### config.mk
export PLATFORM = sky130hd
export DESIGN_NAME = sel_scan
export DESIGN_NICKNAME = d
export VERILOG_FILES = /design/src/rtl/sel_scan.sv
export SDC_FILE = /design/constraint.sdc
export NUM_CORES = 1
export LEC_CHECK = 0
export ABC_AREA = 1
export CORE_UTILIZATION = 30
export DETAILED_ROUTE_END_ITERATION = 10
export PLACE_DENSITY = 0.6
export REMOVE_ABC_BUFFERS = 1
export SLEW_MARGIN = 20
export SYNTH_ARGS = -nofsm -noshare
export SYNTH_HDL_FRONTEND = slang
export SYNTH_SLANG_ARGS = --single-unit
### constraint.sdc
create_clock -name clk -period 1.3 [get_ports clk]
set_clock_uncertainty 0.2 [all_clocks]
set_input_delay 0.26 -clock clk [delete_from_list [all_inputs] [get_ports clk]]
set_output_delay 0.26 -clock clk [all_outputs]
set_load 0.1 [all_outputs]
### src/rtl/sel_scan.sv
// sel_scan: steps a 4:1 mux select through all channels, waits SETTLE cycles on each,
// and captures the settled samples into a 4-bit word reported with a one-cycle done pulse.
module sel_scan #(
    parameter int SETTLE = 1
) (
    input  logic       clk,
    input  logic       rst_n,
    input  logic       start,
    input  logic       abort,
    input  logic       din,
    output logic [1:0] sel,
    output logic [3:0] dout,
    output logic       busy,
    output logic       done
);

    typedef enum logic [1:0] {S_IDLE, S_SETTLE, S_SAMPLE, S_DONE} state_t;

    localparam logic [3:0] CNT_LAST = 4'(SETTLE - 1);

    state_t     state_q, state_d;
    logic [1:0] sel_q, sel_d;
    logic [3:0] cnt_q, cnt_d;
    logic [3:0] shadow_q, shadow_d;
    logic [3:0] dout_q, dout_d;
    logic       busy_q, busy_d;
    logic       done_q, done_d;

    always_comb begin
        state_d  = state_q;
        sel_d    = sel_q;
        cnt_d    = cnt_q;
        shadow_d = shadow_q;
        dout_d   = dout_q;
        case (state_q)
            S_IDLE: begin
                sel_d = 2'd0;
                cnt_d = 4'd0;
                state_d = (start && !abort) ? S_SETTLE : S_IDLE;
            end
            S_SETTLE: begin
                if (abort) begin
                    state_d  = S_IDLE;
                    sel_d    = 2'd0;
                    cnt_d    = 4'd0;
                    shadow_d = 4'd0;
                end else if (cnt_q == CNT_LAST) begin
                    state_d = S_SAMPLE;
                    cnt_d   = 4'd0;
                end else begin
                    cnt_d = cnt_q + 4'd1;
                end
            end
            S_SAMPLE: begin
                if (abort) begin
                    state_d  = S_IDLE;
                    sel_d    = 2'd0;
                    cnt_d    = 4'd0;
                    shadow_d = 4'd0;
                end else begin
                    shadow_d[sel_q] = din;
                    cnt_d = 4'd0;
                    // The last channel goes straight into dout alongside the stored bits
                    if (sel_q == 2'd3) begin
                        dout_d  = {din, shadow_q[2:0]};
                        state_d = S_DONE;
                    end else begin
                        sel_d   = sel_q + 2'd1;
                        state_d = S_SETTLE;
                    end
                end
            end
            default: begin
                state_d = S_IDLE;
                sel_d   = 2'd0;
            end
        endcase
        busy_d = (state_d != S_IDLE);
        done_d = (state_d == S_DONE);
    end

    always_ff @(posedge clk or negedge rst_n) begin
        if (!rst_n) begin
            state_q  <= S_IDLE;
            sel_q    <= 2'd0;
            cnt_q    <= 4'd0;
            shadow_q <= 4'd0;
            dout_q   <= 4'd0;
            busy_q   <= 1'b0;
            done_q   <= 1'b0;
        end else begin
            state_q  <= state_d;
            sel_q    <= sel_d;
            cnt_q    <= cnt_d;
            shadow_q <= shadow_d;
            dout_q   <= dout_d;
            busy_q   <= busy_d;
            done_q   <= done_d;
        end
    end

    assign sel  = sel_q;
    assign dout = dout_q;
    assign busy = busy_q;
    assign done = done_q;

endmodule

Word-level counts from Yosys, hierarchy flattened
Cells that the tools add are included.

cells by class
  mux-type cells = 19
  order comparisons = 2
  add/subtract/negate cells = 2
  multiply operators = 0
  shift operators = 0
  equal/unequal tests = 6
  bitwise logic cells = 1
  divide/modulo/power cells = 0
  reduce and logical (&&, ||, !) cells = 12

operators by type and width
  cell                                                                count
  two-way mux 4 bit                                                   4
  case mux 4 bit (2 select lines)                                     2
  two-way mux 2 bit                                                   7
  equality test 2 bit (second input constant)                         3
  case mux 2 bit (3 select lines)                                     1
  nonzero test 2 bit                                                  3
  adder 4 x 1 -> 4 bit (second input constant)                        1
  bitwise mux 4 bit                                                   1
  zero test 4 bit                                                     1
  case mux 2 bit (2 select lines)                                     1
  AND reduction 2 bit                                                 2
  < comparator 2 x 3 -> 1 bit (second input constant)                 1
  inequality test 3 bit (second input constant)                       1
  AND reduction 3 bit                                                 1
  adder 2 x 1 -> 2 bit (second input constant)                        1
  demux 1 bit (select 2 bit)                                          1
  equality test 2 x 1 -> 1 bit (second input constant)                1
  greater-or-equal comparator 2 x 1 -> 1 bit (second input constant)  1
  logical AND 1 bit                                                   2
  zero test 2 bit                                                     1
  two-way mux 1 bit                                                   2
  inequality test 2 bit (second input constant)                       1
  OR reduction 2 bit                                                  1
  zero test 1 bit                                                     1
  NOT 1 bit                                                           1

storage, ports and cells
  memory bits (writable) = 0
  word-level logic and storage cells = 49
  input port bits = 5
  latch bits = 0
  memories = 0
  flip-flop bits (word level) = 18
  ROM bits = 0
  output and inout port bits = 8

Depth between registers and ports, before layout
Gate-level depths: netlist of the first run.

  depth after elaboration = 7
  mapped depth = 7
  gate-level depth less buffers = 7

Least setup slack after synthesis of the first run
Ideal clock, no wire load.

  kind = reg-to-reg
  start point = reg sel_q[1] (netlist: sel[1])
  end point = reg sel_q[0] (netlist: sel[0])
  clock period less this slack = 2.006 ns
  arrival = 1.738 ns
  slack = -0.706 ns
  required time = 1.032 ns
  stages on the path, launching flop included = 8
  cell sequence = dfrtp_1 > ha_1 > inv_1 > nor2_1 > nand2_4 > nand2_2 > nand2_1 > nand2_1

on the way
  cells in the longest elaborated chain, start to end = 3

ends and longest elaborated chain
  element                                 line  text
  from (decl)                             22    logic [1:0] sel_q, sel_d;
  from (signal assigned)                  93    sel_q <= sel_d;
  equality test 2 bit                     64    if (sel_q == 2'd3) begin
  inequality test 3 bit (no source line)  -
  AND reduction 2 bit (no source line)    -

Every way passes these cells.
A chain may end at the register's enable or synchronous reset.

Final worst setup path of the first run
  start point = reg sel_q[0] (netlist: sel[0])
  end point = out sel[0]

RTL lines
  element    line  text
  to (decl)  11    output logic [1:0] sel,

No word-level cell between the ends.

==> flow_metrics.py, run 1 <==
metrics = {
    "worst_setup_path": {
        "critPathSlowestCell": "dfrtp_1",
        "r2r_slack_ns": -0.09,
        "cp-end-kind": "primary output",
        "path_cells": "buf_6, buf_12",
        "path_class": "reg -> out",
        "reg2reg_from": "sel[0]",
        "slowest_delay_ns": 0.41,
        "r2r_cells": 7,
        "path_max_fanout": 4,
        "cp_top_family": "flip-flops",
        "worstPathArrival_ns": 1.00,
        "critPathBufInv": 2,
        "r2r_end": "busy",
        "cp_data_required_time_ns": 0.84,
        "start_kind": "flop",
    },
    "timing": {
        "hold_viol_final": 0,
        "worst_slack_ns": -0.160,
        "max_slew.worst_pin.slew_ns": 0.258,
        "timing.final.crit_period_ns": 1.46,
        "setup_viol_count_final": 19,
        "timing.final.crit_share_pct": 112,
        "fin_setup_tns_ns": -1.13,
        "maxSlewHeadroom_pct": 82.8,
        "slew_viol_final": 0,
        "rsz0062_at_grt": "yes",
        "fmax_mhz": 685,
    },
    "hold_path": {
        "worstHoldPathType": "in -> async",
    },
    "final_layout": {
        "nFillCells": 256,
        "final_nets": 156,
        "drive_above_1_share_pct": 43.1,
        "fin_cells": 175,
        "fin_area_sq_um": 1450,
        "diodes": 0,
        "regArea_sq_um": 427,
        "area_delta_synth_final_pct": 62.4,
        "multi_input_area_sq_um": 510,
    },
    "power_and_ir_drop": {
        "swShare_pct": 26.9,
        "p_leak_nw": 0.735,
        "ir_worst_vdd_mv": 0.435,
        "p_switching_mw": 0.264,
        "p_int_mw": 0.717,
        "power_frac_seq_pct": 56.3,
        "p_comb_share_pct": 15.7,
        "clkPwrFrac_pct": 28.0,
        "power_density_nw_per_um2": 675,
    },
    "drt": {
        "postRouteAntennaNets": 0,
        "drtIter0Drc": 7,
        "totalWireLength_microns": 1810,
        "viasPerCell": 4.56,
        "vias": 798,
        "drtPass1Iterations": 4,
        "drc": 0,
        "avgRoutedWirePerCell_microns": 10.4,
    },
    "global_routing": {
        "grt_pass1_vias": 817,
        "grt_usage_pct": 12.6,
        "grt_antenna_before_repair": 0,
        "grt_first_pass_wirelength_microns": 3190,
        "grt-ovfl-total": 0,
        "grt_max_degree": 18,
    },
    "floorplan": {
        "boundaryPins": 13,
        "die_y_microns": 56.6,
        "die-width_microns": 56.6,
        "core_area_sq_um": 2780,
        "num_rows": 19,
        "dieArea_sq_um": 3200,
        "start_util_pct": 32.2,
    },
    "placed_design": {
        "placed_area_sq_um": 1230,
        "dpl.hpwl_microns": 1410,
        "pre_cts_ws_ns": -0.328,
        "port_buffers": 12,
        "dp.cells": 164,
        "place_congestion": 0.788,
    },
    "yosys": {
        "syn_avg_cell_area_sq_um": 8.13,
        "ys_seq_area_share_pct": 47.6,
        "synth_top_area_share_pct": 47.6,
        "yosys.area.top_type": "dfrtp_1",
        "synth_cells": 110,
        "synth-seq-cells": 17,
        "synth.distinct_cells": 17,
        "syn_area_sq_um": 895,
        "yosys_warnings": 0,
        "synth_area_leaders": "dfrtp_1 (48%), nand2_1 (17%), ha_1 (8.4%)",
    },
    "clock_network": {
        "clk_pin_slew_ns": 0.10,
        "cts-root-buf": "clkbuf_4",
        "cts_buffer_depth": 2,
        "h-tree-depth": 1,
        "cts_tree": "built",
        "clk_latency_ns": 0.28,
        "cts_buffers": 3,
        "clock_sinks": 17,
    },
    "status": {
        "status": "finished with violations",
        "violations": "negative setup slack",
    },
    "run": {
        "cap_violations": 0,
    },
}
-- metal layers --
metal  part of all wire [%]  track usage, %
met1                     42            14.2
met2                     54            23.2
met3                    2.5            2.07
met4                    1.9            4.88
met5                      0               0
-- cells in the mapped netlist (all sizes together) --
| cell | instances |
|---|---|
| nand2 | 43 |
| inv | 15 |
| nand3 | 6 |
| o21ai | 3 |
| dfrtp | 17 |
| nor2 | 11 |
| nand4 | 6 |
| ha | 6 |
| xnor2 | 1 |
| clkinv | 1 |
| nor3 | 1 |
-- worst max-delay path by stage --
stage                     startpoint  slack (ns)  depth (start not counted)          end
after floorplan               sel[1]       -0.71                          7       sel[0]
after global placement         abort       -0.29                          7  shadow_q[0]
after detailed placement       abort       -0.33                          6         busy
after CTS                     sel[1]       -0.16                          2       sel[1]
after global routing          sel[0]       -0.19                          2       sel[0]
final                         sel[0]       -0.16                          2       sel[0]
-- timing repair --
action | 4_1_cts | 5_1_grt
endpoints found under the setup margin | 20 | 23
resized for setup | 27 | 13
pin swaps | 6 | 8
buffers inserted | 7 | 0
hold buffers | 0 | 0
-- cell usage in the layout, fill, tap and decap left out, types with 4 or more instances in the layout --
cell type,count
nand4_1,6
buf_6,4
nand2_1,40
nand3_2,4
nor2_1,5
nor2_4,4
ha_4,4
inv_1,4
buf_4,12
inv_2,9
buf_12,10
dfrtp_1,16
-- power by group through the flow --
stage               clock network (mW)  logic [mW]  registers, mW
CTS                              0.282       0.148          0.551
floorplan                            0      0.0383          0.588
detailed placement                   0       0.139          0.561
finish                           0.275       0.154          0.552
global placement                     0       0.136          0.561
global route                     0.302       0.166          0.554
-- kinds of logic (layout without fill, tap and decap cells) --
logic type / count (synthesis) / in the layout / share of synthesized area [%]
buffers and inverters: 16 / 50 / 7.27
adder cells (fa/ha/maj): 6 / 6 / 8.39
flip-flops: 17 / 17 / 47.6
AND/OR/NAND/NOR: 67 / 67 / 34.1
XOR/XNOR: 1 / 1 / 0.979
AO/OA/AOI/OAI: 3 / 3 / 1.68
-- registers in the layout (all words and copies together) (netlist names) --
signal,flops
done,1
busy,1
cnt_q,4
shadow_q,3
dout,4
state_q,2
sel,2
-- per-stage QoR --
stage	util [%]	power, mW	hold WS, ns
2_1_floorplan	-	0.626	-0.236
3_3_place_gp	44.2	0.698	0.275
3_5_place_dp	44.2	0.700	0.264
4_1_cts	50.7	0.981	0.0918
5_1_grt	52.2	1.02	0.0989
6_report	52.2	0.981	0.0924
-- cell type report --
class / instances / share of cell area (%)
Clock buffer: 3 / 1.55
Clock inverter: 1 / 0.345
Inverter: 16 / 5.17
Multi-Input combinational cell: 77 / 35.1
Sequential cell: 17 / 29.4
Tap cell: 31 / 2.67
Timing Repair Buffer: 30 / 25.8
Note: power is estimated with default switching activity, not from simulation.
==> run 2: changes to the inputs <==
--- a/config.mk
+++ b/config.mk
@@ -9,6 +9,7 @@
 export CORE_UTILIZATION = 30
 export DETAILED_ROUTE_END_ITERATION = 10
 export PLACE_DENSITY = 0.6
+export RECOVER_POWER = 25
 export REMOVE_ABC_BUFFERS = 1
 export SLEW_MARGIN = 20
 export SYNTH_ARGS = -nofsm -noshare
==> flow_metrics.py, run 2 (same netlist as run 1, synthesis figures left out) <==
metrics = {
    "drt": {
        "drc": 0,
        "viasPerCell": 4.56,
        "drtIter0Drc": 7,
        "drtPass1Iterations": 4,
        "postRouteAntennaNets": 0,
        "vias": 798,
        "avgRoutedWirePerCell_microns": 10.4,
        "totalWireLength_microns": 1820,
    },
    "placed_design": {
        "dpl.hpwl_microns": 1410,
        "place_congestion": 0.788,
        "port_buffers": 12,
    },
    "global_routing": {
        "grt_pass1_vias": 817,
        "grt_first_pass_wirelength_microns": 3190,
        "grt_max_degree": 18,
        "grt-ovfl-total": 0,
        "grt_usage_pct": 12.6,
        "grt_antenna_before_repair": 0,
    },
    "clock_network": {
        "cts_buffers": 3,
        "clk_latency_ns": 0.28,
        "cts_buffer_depth": 2,
        "clk_pin_slew_ns": 0.10,
        "cts-root-buf": "clkbuf_4",
        "clock_sinks": 17,
        "cts_tree": "built",
        "h-tree-depth": 1,
    },
    "worst_setup_path": {
        "path_max_fanout": 4,
        "cp-end-kind": "primary output",
        "slowest_delay_ns": 0.41,
        "cp_data_required_time_ns": 0.84,
        "path_cells": "buf_6, buf_12",
        "cp_top_family": "flip-flops",
        "start_kind": "flop",
        "critPathBufInv": 2,
        "path_class": "reg -> out",
        "worstPathArrival_ns": 1.00,
        "critPathSlowestCell": "dfrtp_1",
    },
    "timing": {
        "hold_viol_final": 0,
        "fin_setup_tns_ns": -1.13,
        "timing.final.crit_share_pct": 112,
        "max_slew.worst_pin.slew_ns": 0.414,
        "slew_viol_final": 0,
        "rsz0062_at_grt": "yes",
        "worst_slack_ns": -0.160,
        "timing.final.crit_period_ns": 1.46,
        "maxSlewHeadroom_pct": 72.4,
        "setup_viol_count_final": 19,
        "fmax_mhz": 685,
    },
    "final_layout": {
        "drive_above_1_share_pct": 43.1,
        "final_common_cell": "nand2_1",
        "area_delta_synth_final_pct": 60.7,
        "nFillCells": 258,
        "final_cell_mix": "nand2_1 (40), dfrtp_1 (16), buf_4 (12)",
        "multi_input_area_sq_um": 510,
        "final_nets": 156,
        "diodes": 0,
        "regArea_sq_um": 427,
    },
    "floorplan": {
        "num_rows": 19,
        "die-width_microns": 56.6,
        "boundaryPins": 13,
        "die_y_microns": 56.6,
        "dieArea_sq_um": 3200,
        "start_util_pct": 32.2,
        "core_area_sq_um": 2780,
    },
    "power_and_ir_drop": {
        "p_leak_nw": 0.730,
        "ir_worst_vdd_mv": 0.435,
        "power_density_nw_per_um2": 677,
        "power_mw": 0.974,
    },
    "status": {
        "violations": "negative setup slack",
        "status": "finished with violations",
    },
    "run": {
        "cap_violations": 0,
    },
    "hold_path": {
        "worstHoldPathType": "in -> async",
    },
}
## run 2: changes by cell type in the layout (fill, tap and decap cells not counted), sizes merged
| cell | previous run | this run |
|---|---|---|
| clkdlybuf4s50 | 3 | 2 |
| buf | 26 | 25 |
| clkbuf | 3 | 4 |
| dlygate4sd3 | 0 | 1 |
## run 2: metrics by stage
stage,utilization (%),setup slack (ns),instance area [sq um],cells,hold WS (ns)
2_1_floorplan,-,-0.706,895,110,-0.236
3_3_place_gp,44.2,-0.292,1230,164,0.275
3_5_place_dp,44.2,-0.328,1230,164,0.264
4_1_cts,50.7,-0.164,1410,175,0.0918
5_1_grt,51.7,-0.192,1440,175,0.258
6_report,51.7,-0.160,1440,175,0.220
## run 2: what timing repair did
item | 4_1_cts | 5_1_grt
pin swaps | 6 | 8
hold buffers | 0 | 0
resized for setup | 27 | 13
setup endpoints to repair | 20 | 23
buffers inserted | 7 | 0
## run 2: cell type report
cell class / count / area share (%)
Inverter: 16 / 5.22
Clock buffer: 3 / 1.57
Clock inverter: 1 / 0.348
Multi-Input combinational cell: 77 / 35.5
Tap cell: 31 / 2.70
Timing Repair Buffer: 30 / 25.0
Sequential cell: 17 / 29.7
## run 2: per-layer routing
layer	up-vias	GRT usage (%)	share of wire, %
met3	6	2.07	2.5
met4	0	4.88	1.9
met2	13	23.2	54
met5	-	0	0
met1	370	14.2	42
li1	409	-	-
## run 2: worst register-to-register path, delay by kind of cell, from the launching register on
| kind | cells | cell delay, ns |
|---|---|---|
| fa+ha+maj | 1 | 0.21 |
| buf+inv | 2 | 0.15 |
| flops | 1 | 0.41 |
| simple gates | 4 | 0.31 |
## run 2: power by group
part           internal [mW]  switching, mW  leakage, nW
registers              0.540         0.0120        0.233
logic                 0.0572         0.0903        0.480
clock network          0.114          0.161       0.0177
total                  0.711          0.263        0.730
## run 2: final timing paths
check	startpoint	to	slack, ns	depth (start not counted)
worst max-delay path	sel[0]	sel[0]	-0.16	2
worst max register to register	sel[0]	busy	-0.09	7
worst min register to register	shadow_q[0]	shadow_q[0]	0.28	2
min in group clk	shadow_q[0]	shadow_q[0]	0.28	2
worst min-delay path	rst_n	cnt_q[0]	0.22	2
max in group asynchronous	rst_n	state_q[0]	0.37	2
==> run 3: changes to the inputs <==
--- a/config.mk
+++ b/config.mk
@@ -7,6 +7,7 @@
 export LEC_CHECK = 0
 export ABC_AREA = 1
 export CORE_UTILIZATION = 30
+export CTS_CLUSTER_DIAMETER = 120
 export DETAILED_ROUTE_END_ITERATION = 10
 export PLACE_DENSITY = 0.6
 export RECOVER_POWER = 25
==> results of run 3 <==
The final DEF is identical to that of run 2; final timing and power are the same.
